## config.mk

```make
export PLATFORM = sky130hd
export DESIGN_NAME = fde_datapath_flat
export DESIGN_NICKNAME = d
export VERILOG_FILES = /design/src/rtl/fde_datapath_if.sv /design/src/rtl/fde_datapath.sv /design/src/flat_wrapper.sv
export SDC_FILE = /design/constraint.sdc
export NUM_CORES = 1
export LEC_CHECK = 0
export BUFFER_PORTS_ARGS = -buffer_cell sky130_fd_sc_hd__buf_2
export CAP_MARGIN = 20
export CORE_ASPECT_RATIO = 1.5
export CORE_MARGIN = 4
export CORE_UTILIZATION = 55
export DETAILED_ROUTE_END_ITERATION = 12
export GPL_TIMING_DRIVEN = 0
export PLACE_DENSITY_LB_ADDON = 0.05
export SYNTH_ARGS = -nofsm -noshare
export SYNTH_HDL_FRONTEND = slang
export SYNTH_SLANG_ARGS = --single-unit
export TNS_END_PERCENT = 1
```

## constraint.sdc

```tcl
create_clock -name clock -period 10.9 [get_ports clock]
set_input_delay 1.09 -clock clock [delete_from_list [all_inputs] [get_ports clock]]
set_output_delay 1.09 -clock clock [all_outputs]
set_load 0.03 [all_outputs]
```

## src/rtl/fde_datapath_if.sv

```systemverilog
// rtl/fde_datapath_if.sv - fetch/decode/execute signal bundle for fde_datapath
interface fde_datapath_if #(
  parameter int WIDTH            = 32,
  parameter int ADDRESSWIDTH     = 4,
  parameter int OPCODEWIDTH      = 4,
  parameter int INSTRUCTIONWIDTH = 24
);
  logic                        pc_en;
  logic                        take_branch;
  logic [WIDTH-1:0]            branch_target;
  logic [WIDTH-1:0]            pc;
  logic [WIDTH-1:0]            pc_plus1;
  logic [INSTRUCTIONWIDTH-1:0] instruction_d;
  logic                        wb_en;
  logic [ADDRESSWIDTH-1:0]     wb_addr;
  logic [WIDTH-1:0]            wb_data;
  logic [WIDTH-1:0]            reg1_data;
  logic [WIDTH-1:0]            reg2_data;
  logic [WIDTH-1:0]            imm;
  logic [ADDRESSWIDTH-1:0]     rd_addr;
  logic [ADDRESSWIDTH-1:0]     rs1_addr;
  logic [ADDRESSWIDTH-1:0]     rs2_addr;
  logic [OPCODEWIDTH-1:0]      opcode;
  logic [WIDTH-1:0]            reg1_e;
  logic [WIDTH-1:0]            reg2_e;
  logic [WIDTH-1:0]            imm_e;
  logic [WIDTH-1:0]            fwd_m;
  logic [WIDTH-1:0]            fwd_wb;
  logic [1:0]                  fwd1_sel;
  logic [1:0]                  fwd2_sel;
  logic                        src2_sel;
  logic [2:0]                  alu_ctrl;
  logic [WIDTH-1:0]            reg2_final;
  logic [WIDTH-1:0]            alu_out;
  logic                        flag_n;
  logic                        flag_z;
  logic                        flag_v;
  logic                        flag_c;

  modport master (
    output pc_en, take_branch, branch_target, instruction_d, wb_en, wb_addr, wb_data,
           reg1_e, reg2_e, imm_e, fwd_m, fwd_wb, fwd1_sel, fwd2_sel, src2_sel, alu_ctrl,
    input  pc, pc_plus1, reg1_data, reg2_data, imm, rd_addr, rs1_addr, rs2_addr, opcode,
           reg2_final, alu_out, flag_n, flag_z, flag_v, flag_c
  );

  modport slave (
    input  pc_en, take_branch, branch_target, instruction_d, wb_en, wb_addr, wb_data,
           reg1_e, reg2_e, imm_e, fwd_m, fwd_wb, fwd1_sel, fwd2_sel, src2_sel, alu_ctrl,
    output pc, pc_plus1, reg1_data, reg2_data, imm, rd_addr, rs1_addr, rs2_addr, opcode,
           reg2_final, alu_out, flag_n, flag_z, flag_v, flag_c
  );
endinterface

```

## src/rtl/fde_datapath.sv

```systemverilog
// rtl/fde_datapath.sv - PC/fetch, decode + register file, forwarding and NZVC ALU
// Define ALU_SHIFT_EN to build the shifter for alu_ctrl 101/110; otherwise those codes give 0.
module fde_datapath #(
  parameter int WIDTH            = 32,
  parameter int REGNUM           = 16,
  parameter int ADDRESSWIDTH     = 4,
  parameter int OPCODEWIDTH      = 4,
  parameter int INSTRUCTIONWIDTH = 24
) (
  input  logic          clock,
  input  logic          reset,
  fde_datapath_if.slave bus
);
  localparam int OP_LSB  = INSTRUCTIONWIDTH - OPCODEWIDTH;
  localparam int RD_LSB  = OP_LSB - ADDRESSWIDTH;
  localparam int RS1_LSB = RD_LSB - ADDRESSWIDTH;
  localparam int RS2_LSB = RS1_LSB - ADDRESSWIDTH;
  localparam int MSB     = WIDTH - 1;
  localparam logic [ADDRESSWIDTH-1:0] PC_REG = ADDRESSWIDTH'(REGNUM - 1);

  logic [WIDTH-1:0]                r_pc;
  logic [WIDTH-1:0]                r_regs [REGNUM];
  logic [WIDTH-1:0]                w_pc_plus1;
  logic [INSTRUCTIONWIDTH-1:0]     w_instr;
  logic [ADDRESSWIDTH-1:0]         w_rs1;
  logic [ADDRESSWIDTH-1:0]         w_rs2;
  logic [WIDTH-1:0]                w_rd1;
  logic [WIDTH-1:0]                w_rd2;
  logic [WIDTH-1:0]                w_src_a;
  logic [WIDTH-1:0]                w_reg2_fwd;
  logic [WIDTH-1:0]                w_src_b;
  logic [WIDTH:0]                  w_sum;
  logic [WIDTH:0]                  w_diff;
  logic [WIDTH-1:0]                w_alu;
  logic                            w_c;
  logic                            w_v;

  assign w_pc_plus1 = r_pc + WIDTH'(1);

  // A branch redirect wins over a stall.
  always_ff @(posedge clock) begin
    if (!reset)                r_pc <= '0;
    else if (bus.take_branch)  r_pc <= bus.branch_target;
    else if (bus.pc_en)        r_pc <= w_pc_plus1;
  end

  assign w_instr      = bus.instruction_d;
  assign w_rs1        = w_instr[RS1_LSB +: ADDRESSWIDTH];
  assign w_rs2        = w_instr[RS2_LSB +: ADDRESSWIDTH];
  assign bus.opcode   = w_instr[OP_LSB +: OPCODEWIDTH];
  assign bus.rd_addr  = w_instr[RD_LSB +: ADDRESSWIDTH];
  assign bus.rs1_addr = w_rs1;
  assign bus.rs2_addr = w_rs2;
  assign bus.imm      = {{(WIDTH-12){w_instr[11]}}, w_instr[11:0]};

  always_ff @(posedge clock) begin
    if (!reset) begin
      for (int i = 0; i < REGNUM; i++) r_regs[i] <= '0;
    end else if (bus.wb_en && bus.wb_addr != PC_REG) begin
      r_regs[bus.wb_addr] <= bus.wb_data;
    end
  end

  // r15 aliases the PC+1 and is never bypassed.
  always_comb begin
    if (w_rs1 == PC_REG)                            w_rd1 = w_pc_plus1;
    else if (bus.wb_en && bus.wb_addr == w_rs1)     w_rd1 = bus.wb_data;
    else                                            w_rd1 = r_regs[w_rs1];
  end

  always_comb begin
    if (w_rs2 == PC_REG)                            w_rd2 = w_pc_plus1;
    else if (bus.wb_en && bus.wb_addr == w_rs2)     w_rd2 = bus.wb_data;
    else                                            w_rd2 = r_regs[w_rs2];
  end

  always_comb begin
    case (bus.fwd1_sel)
      2'b01:   w_src_a = bus.fwd_wb;
      2'b10:   w_src_a = bus.fwd_m;
      default: w_src_a = bus.reg1_e;
    endcase
    case (bus.fwd2_sel)
      2'b01:   w_reg2_fwd = bus.fwd_wb;
      2'b10:   w_reg2_fwd = bus.fwd_m;
      default: w_reg2_fwd = bus.reg2_e;
    endcase
  end

  assign w_src_b = bus.src2_sel ? bus.imm_e : w_reg2_fwd;
  assign w_sum   = {1'b0, w_src_a} + {1'b0, w_src_b};
  assign w_diff  = {1'b0, w_src_a} - {1'b0, w_src_b};

  always_comb begin
    w_alu = '0;
    w_c   = 1'b0;
    w_v   = 1'b0;
    case (bus.alu_ctrl)
      3'b000: begin
        w_alu = w_sum[MSB:0];
        w_c   = w_sum[WIDTH];
        w_v   = (w_src_a[MSB] == w_src_b[MSB]) && (w_sum[MSB] != w_src_a[MSB]);
      end
      3'b001: begin
        // Carry on subtract is the inverted borrow.
        w_alu = w_diff[MSB:0];
        w_c   = ~w_diff[WIDTH];
        w_v   = (w_src_a[MSB] != w_src_b[MSB]) && (w_diff[MSB] != w_src_a[MSB]);
      end
      3'b010: w_alu = w_src_a & w_src_b;
      3'b011: w_alu = w_src_a | w_src_b;
      3'b100: w_alu = w_src_a ^ w_src_b;
`ifdef ALU_SHIFT_EN
      3'b101: w_alu = w_src_a << w_src_b[4:0];
      3'b110: w_alu = w_src_a >> w_src_b[4:0];
`endif
      3'b111: w_alu = w_src_b;
      default: w_alu = '0;
    endcase
  end

  assign bus.pc         = r_pc;
  assign bus.pc_plus1   = w_pc_plus1;
  assign bus.reg1_data  = w_rd1;
  assign bus.reg2_data  = w_rd2;
  assign bus.reg2_final = w_reg2_fwd;
  assign bus.alu_out    = w_alu;
  assign bus.flag_n     = w_alu[MSB];
  assign bus.flag_z     = (w_alu == '0);
  assign bus.flag_v     = w_v;
  assign bus.flag_c     = w_c;
endmodule

```

## src/flat_wrapper.sv

```systemverilog
// flat-port wrapper written by rule: the top's interface ports become plain ports
module fde_datapath_flat 
#(
  parameter int WIDTH            = 32,
  parameter int REGNUM           = 16,
  parameter int ADDRESSWIDTH     = 4,
  parameter int OPCODEWIDTH      = 4,
  parameter int INSTRUCTIONWIDTH = 24
)
  (clock, reset, bus_pc_en, bus_take_branch, bus_branch_target, bus_instruction_d, bus_wb_en, bus_wb_addr, bus_wb_data, bus_reg1_e, bus_reg2_e, bus_imm_e, bus_fwd_m, bus_fwd_wb, bus_fwd1_sel, bus_fwd2_sel, bus_src2_sel, bus_alu_ctrl, bus_pc, bus_pc_plus1, bus_reg1_data, bus_reg2_data, bus_imm, bus_rd_addr, bus_rs1_addr, bus_rs2_addr, bus_opcode, bus_reg2_final, bus_alu_out, bus_flag_n, bus_flag_z, bus_flag_v, bus_flag_c);
  fde_datapath_if #(.WIDTH(WIDTH), .ADDRESSWIDTH(ADDRESSWIDTH), .OPCODEWIDTH(OPCODEWIDTH), .INSTRUCTIONWIDTH(INSTRUCTIONWIDTH)) bus_i ();
  input  logic clock;
  input  logic reset;
  input wire logic [$bits(bus_i.pc_en)-1:0] bus_pc_en;
  input wire logic [$bits(bus_i.take_branch)-1:0] bus_take_branch;
  input wire logic [$bits(bus_i.branch_target)-1:0] bus_branch_target;
  input wire logic [$bits(bus_i.instruction_d)-1:0] bus_instruction_d;
  input wire logic [$bits(bus_i.wb_en)-1:0] bus_wb_en;
  input wire logic [$bits(bus_i.wb_addr)-1:0] bus_wb_addr;
  input wire logic [$bits(bus_i.wb_data)-1:0] bus_wb_data;
  input wire logic [$bits(bus_i.reg1_e)-1:0] bus_reg1_e;
  input wire logic [$bits(bus_i.reg2_e)-1:0] bus_reg2_e;
  input wire logic [$bits(bus_i.imm_e)-1:0] bus_imm_e;
  input wire logic [$bits(bus_i.fwd_m)-1:0] bus_fwd_m;
  input wire logic [$bits(bus_i.fwd_wb)-1:0] bus_fwd_wb;
  input wire logic [$bits(bus_i.fwd1_sel)-1:0] bus_fwd1_sel;
  input wire logic [$bits(bus_i.fwd2_sel)-1:0] bus_fwd2_sel;
  input wire logic [$bits(bus_i.src2_sel)-1:0] bus_src2_sel;
  input wire logic [$bits(bus_i.alu_ctrl)-1:0] bus_alu_ctrl;
  output wire logic [$bits(bus_i.pc)-1:0] bus_pc;
  output wire logic [$bits(bus_i.pc_plus1)-1:0] bus_pc_plus1;
  output wire logic [$bits(bus_i.reg1_data)-1:0] bus_reg1_data;
  output wire logic [$bits(bus_i.reg2_data)-1:0] bus_reg2_data;
  output wire logic [$bits(bus_i.imm)-1:0] bus_imm;
  output wire logic [$bits(bus_i.rd_addr)-1:0] bus_rd_addr;
  output wire logic [$bits(bus_i.rs1_addr)-1:0] bus_rs1_addr;
  output wire logic [$bits(bus_i.rs2_addr)-1:0] bus_rs2_addr;
  output wire logic [$bits(bus_i.opcode)-1:0] bus_opcode;
  output wire logic [$bits(bus_i.reg2_final)-1:0] bus_reg2_final;
  output wire logic [$bits(bus_i.alu_out)-1:0] bus_alu_out;
  output wire logic [$bits(bus_i.flag_n)-1:0] bus_flag_n;
  output wire logic [$bits(bus_i.flag_z)-1:0] bus_flag_z;
  output wire logic [$bits(bus_i.flag_v)-1:0] bus_flag_v;
  output wire logic [$bits(bus_i.flag_c)-1:0] bus_flag_c;
  assign bus_i.pc_en = bus_pc_en;
  assign bus_i.take_branch = bus_take_branch;
  assign bus_i.branch_target = bus_branch_target;
  assign bus_i.instruction_d = bus_instruction_d;
  assign bus_i.wb_en = bus_wb_en;
  assign bus_i.wb_addr = bus_wb_addr;
  assign bus_i.wb_data = bus_wb_data;
  assign bus_i.reg1_e = bus_reg1_e;
  assign bus_i.reg2_e = bus_reg2_e;
  assign bus_i.imm_e = bus_imm_e;
  assign bus_i.fwd_m = bus_fwd_m;
  assign bus_i.fwd_wb = bus_fwd_wb;
  assign bus_i.fwd1_sel = bus_fwd1_sel;
  assign bus_i.fwd2_sel = bus_fwd2_sel;
  assign bus_i.src2_sel = bus_src2_sel;
  assign bus_i.alu_ctrl = bus_alu_ctrl;
  assign bus_pc = bus_i.pc;
  assign bus_pc_plus1 = bus_i.pc_plus1;
  assign bus_reg1_data = bus_i.reg1_data;
  assign bus_reg2_data = bus_i.reg2_data;
  assign bus_imm = bus_i.imm;
  assign bus_rd_addr = bus_i.rd_addr;
  assign bus_rs1_addr = bus_i.rs1_addr;
  assign bus_rs2_addr = bus_i.rs2_addr;
  assign bus_opcode = bus_i.opcode;
  assign bus_reg2_final = bus_i.reg2_final;
  assign bus_alu_out = bus_i.alu_out;
  assign bus_flag_n = bus_i.flag_n;
  assign bus_flag_z = bus_i.flag_z;
  assign bus_flag_v = bus_i.flag_v;
  assign bus_flag_c = bus_i.flag_c;
  fde_datapath #(.WIDTH(WIDTH), .REGNUM(REGNUM), .ADDRESSWIDTH(ADDRESSWIDTH), .OPCODEWIDTH(OPCODEWIDTH), .INSTRUCTIONWIDTH(INSTRUCTIONWIDTH)) u_core (.clock(clock), .reset(reset), .bus(bus_i));
endmodule
```

==> impl_metrics.ini <==
[clock_tree]
cts_tree = built
clkLatencyLatePin_ns = 0.59
clkTransAtPathRegs_ns = 0.07
ctsResizeCount = 0
root_buffer = clkbuf_16
cts_buffers = 46
cts.sinks = 544
cts_hold_repair.buffers = 0
cts.path.max_buffers = 3
cts_setup_buffers = 0
htree_levels = 2

[pwr]
pwr-share-comb_pct = 31.7
p_int_mw = 3.99
power_density_nw_per_um2 = 139
pwr-share-clk_pct = 27.6
seq_power_share_pct = 40.6
power.total_mw = 6.12
switchingPower_mw = 2.13
leakage_nw = 17.0
p_sw_share_pct = 34.8
ir_worst_vdd_uv = 160

[run]
drv_cap = 0

[placement]
place.port_buffers = 482
place_area_um2 = 42400
routabilityCongestion = 1.05
dp_hpwl_um = 127000
dp_slack_ns = 1.64

[global_routing]
grt_pass1_wl_um = 226000
grt_pass1_vias = 33800
grt-ovfl-total = 0
grt_use_total_pct = 42.3
grt_max_degree = 42
antenna_found_initial = 12

[die]
die_y_um = 330
start_util_pct = 55.8
die_x_um = 223
core_area_um2 = 68200
die-area_um2 = 73600
ios = 509
rows = 117

[logic_synthesis]
synth_top_area_share_pct = 40.4
yosysWarnings = 0
synth.distinct_cells = 101
synth_common_cells = 512 x edfxtp_1, 483 x and2_1, 320 x mux4_2
ys_ff_latch = 544
yosysMostFrequentCell = edfxtp_1
synthFlopType = edfxtp_1
synth_edf_count = 512
synth.area.top_cells = edfxtp_1 40%, mux4_2 19%, and2_1 7.9%, ha_1 3.5%, a21oi_1 2.4%
synthArstFlopShare_pct = 0
mappedNetlistArea_um2 = 38100
syn_inst = 3299
syn_avg_cell_area_um2 = 11.5
yosys.area.top_type = edfxtp_1
ys_seq_area_share_pct = 42.0

[worst_setup_path]
ff2ff_path_depth = 13
path_class = in2out
reg2reg_to = u_core.bus.pc[29]$_SDFFE_PN0P_
ff2ff_setup_slack_ns = 7.30
r2r_start = u_core.bus.pc[2]$_SDFFE_PN0P_
crit_path_start = bus_fwd2_sel[1]
worstPathArrival_ns = 8.47
startpoint_type = input port
required_ns = 9.81
path_max_fanout = 10
cp-end-kind = output pin
crit_end = bus_flag_z

[finish]
drive_gt1_share_pct = 27.0
nets = 4277
fillers = 5235
fin_area_um2 = 44100
syn_to_final_growth_pct = 15.8

[sta]
worst_slack_ns = 1.34
worst_slew_pin_slew_ns = 1.20
finalSetupViolCount = 0
grt_setup_unrepaired = false
fin_setup_tns_ns = 0
timing.final.crit_share_pct = 87.7
post-route-min-period_ns = 9.56
finalHoldViolations = 0
relSlewSlack_pct = 19.7
max_freq_ghz = 0.105
final-max-slew-violation-count = 0
clock_skew_ns = 0.0200

[detailed_routing]
firstDrtPassIters = 8
num_vias = 33100
drc = 0
detail_route.wl_per_cell_um = 33.2
drt_iter0_markers = 3934
ant_nets = 0
vias_per_cell = 6.83
drt_wl_total_um = 161000

[run_status]
status = completed

[min_path]
hp-class = reg2reg
power by group through the flow:
stage               clock (mW)  combinational, mW  sequential, mW
CTS                       1.68               1.89            2.48
floorplan                    0               1.20            2.51
finish                    1.69               1.94            2.48
global placement             0               1.83            2.52
detailed placement           0               1.88            2.52
global route              1.77               2.02            2.49
worst min path at each step:
stage | from | endpoint | slack (ns) | depth (start not counted)
final | u_core.bus.pc[30]$_SDFFE_PN0P_ | u_core.bus.pc[30]$_SDFFE_PN0P_ | 0.71 | 2
after global routing | u_core.bus.pc[30]$_SDFFE_PN0P_ | u_core.bus.pc[30]$_SDFFE_PN0P_ | 0.75 | 2
after CTS | u_core.bus.pc[30]$_SDFFE_PN0P_ | u_core.bus.pc[30]$_SDFFE_PN0P_ | 0.70 | 2
after detailed placement | u_core.bus.pc[29]$_SDFFE_PN0P_ | u_core.bus.pc[29]$_SDFFE_PN0P_ | 0.66 | 3
after global placement | u_core.bus.pc[29]$_SDFFE_PN0P_ | u_core.bus.pc[29]$_SDFFE_PN0P_ | 0.64 | 3
after floorplan | u_core.bus.pc[29]$_SDFFE_PN0P_ | u_core.bus.pc[29]$_SDFFE_PN0P_ | 0.76 | 3
cells by family (layout without fill, tap and decap cells):
family                   after synthesis  after routing  synth area share [%]
AO/OA/AOI/OAI                        614            614                  10.7
buffers and inverters                463           1074                  5.45
adder cells (fa/ha/maj)              108            108                  3.59
AND/OR/NAND/NOR                     1090           1090                  15.4
multiplexers                         407            407                  21.2
flip-flops                           544            544                  42.0
XOR/XNOR                              72             72                  1.66
other                                  1             45               0.00984
flip-flops by register name, indices dropped and copies added (netlist names):
| name | flops |
|---|---|
| u_core.bus.pc | 32 |
| u_core.r_regs | 512 |
per-layer routing:
metal | part of all wire [%] | global-route usage (%) | wire length (µm)
met5 | 0.039 | 0 | 62
met3 | 9.5 | 8.04 | 15200
met4 | 10 | 34.3 | 16100
met1 | 30 | 43.3 | 48200
met2 | 51 | 75.0 | 81400
critical path, stage by stage:
cell and delay [ns]:
buf_2 0.11, inv_1 0.05, ha_1 0.23, clkbuf_1 0.57, buf_2 0.41, buf_1 0.62, a221o_1 0.26, o21ai_0 0.12
o21a_1 0.27, inv_1 0.09, ha_1 0.13, clkbuf_1 0.31, inv_1 0.17, a2111oi_0 0.59, a21oi_1 0.18, mux2i_1 0.14
nor4_1 0.54, a21oi_1 0.14, nor4_1 0.77, nand4b_1 0.37, nor4_1 0.61, nand4b_1 0.22, nor4_2 0.22, buf_2 0.25
metrics by stage:
stage	instances	util, %	hold slack (ns)
after CTS	4820	64.4	0.702
after global routing	4839	64.7	0.755
after global placement	4704	61.2	0.645
final	4846	64.7	0.712
after detailed placement	4735	62.2	0.662
after floorplan	3330	-	0.760
cell type report:
cell class / instances / area [µm²] / area share (%)
plain buffers: 333 / 1590 / 3.61
repair buffers: 526 / 3140 / 7.11
diodes: 13 / 32.5 / 0.0737
clock inverters: 30 / 297 / 0.672
inverters: 130 / 488 / 1.11
well taps: 892 / 1120 / 2.53
clock buffers: 55 / 1180 / 2.69
flip-flops and latches: 544 / 16000 / 36.3
multi-input cells: 2323 / 20300 / 45.9
placed cells by master, fill, tap and decap left out, drive strengths merged, types with 134 or more instances in the layout:
master / instances
o21ai: 134
clkbuf: 268
buf: 646
mux4: 320
inv: 134
a21oi: 184
and2: 485
nor2: 232
nand2: 162
edfxtp: 512
No activity file was read; power rests on OpenSTA's default activity.
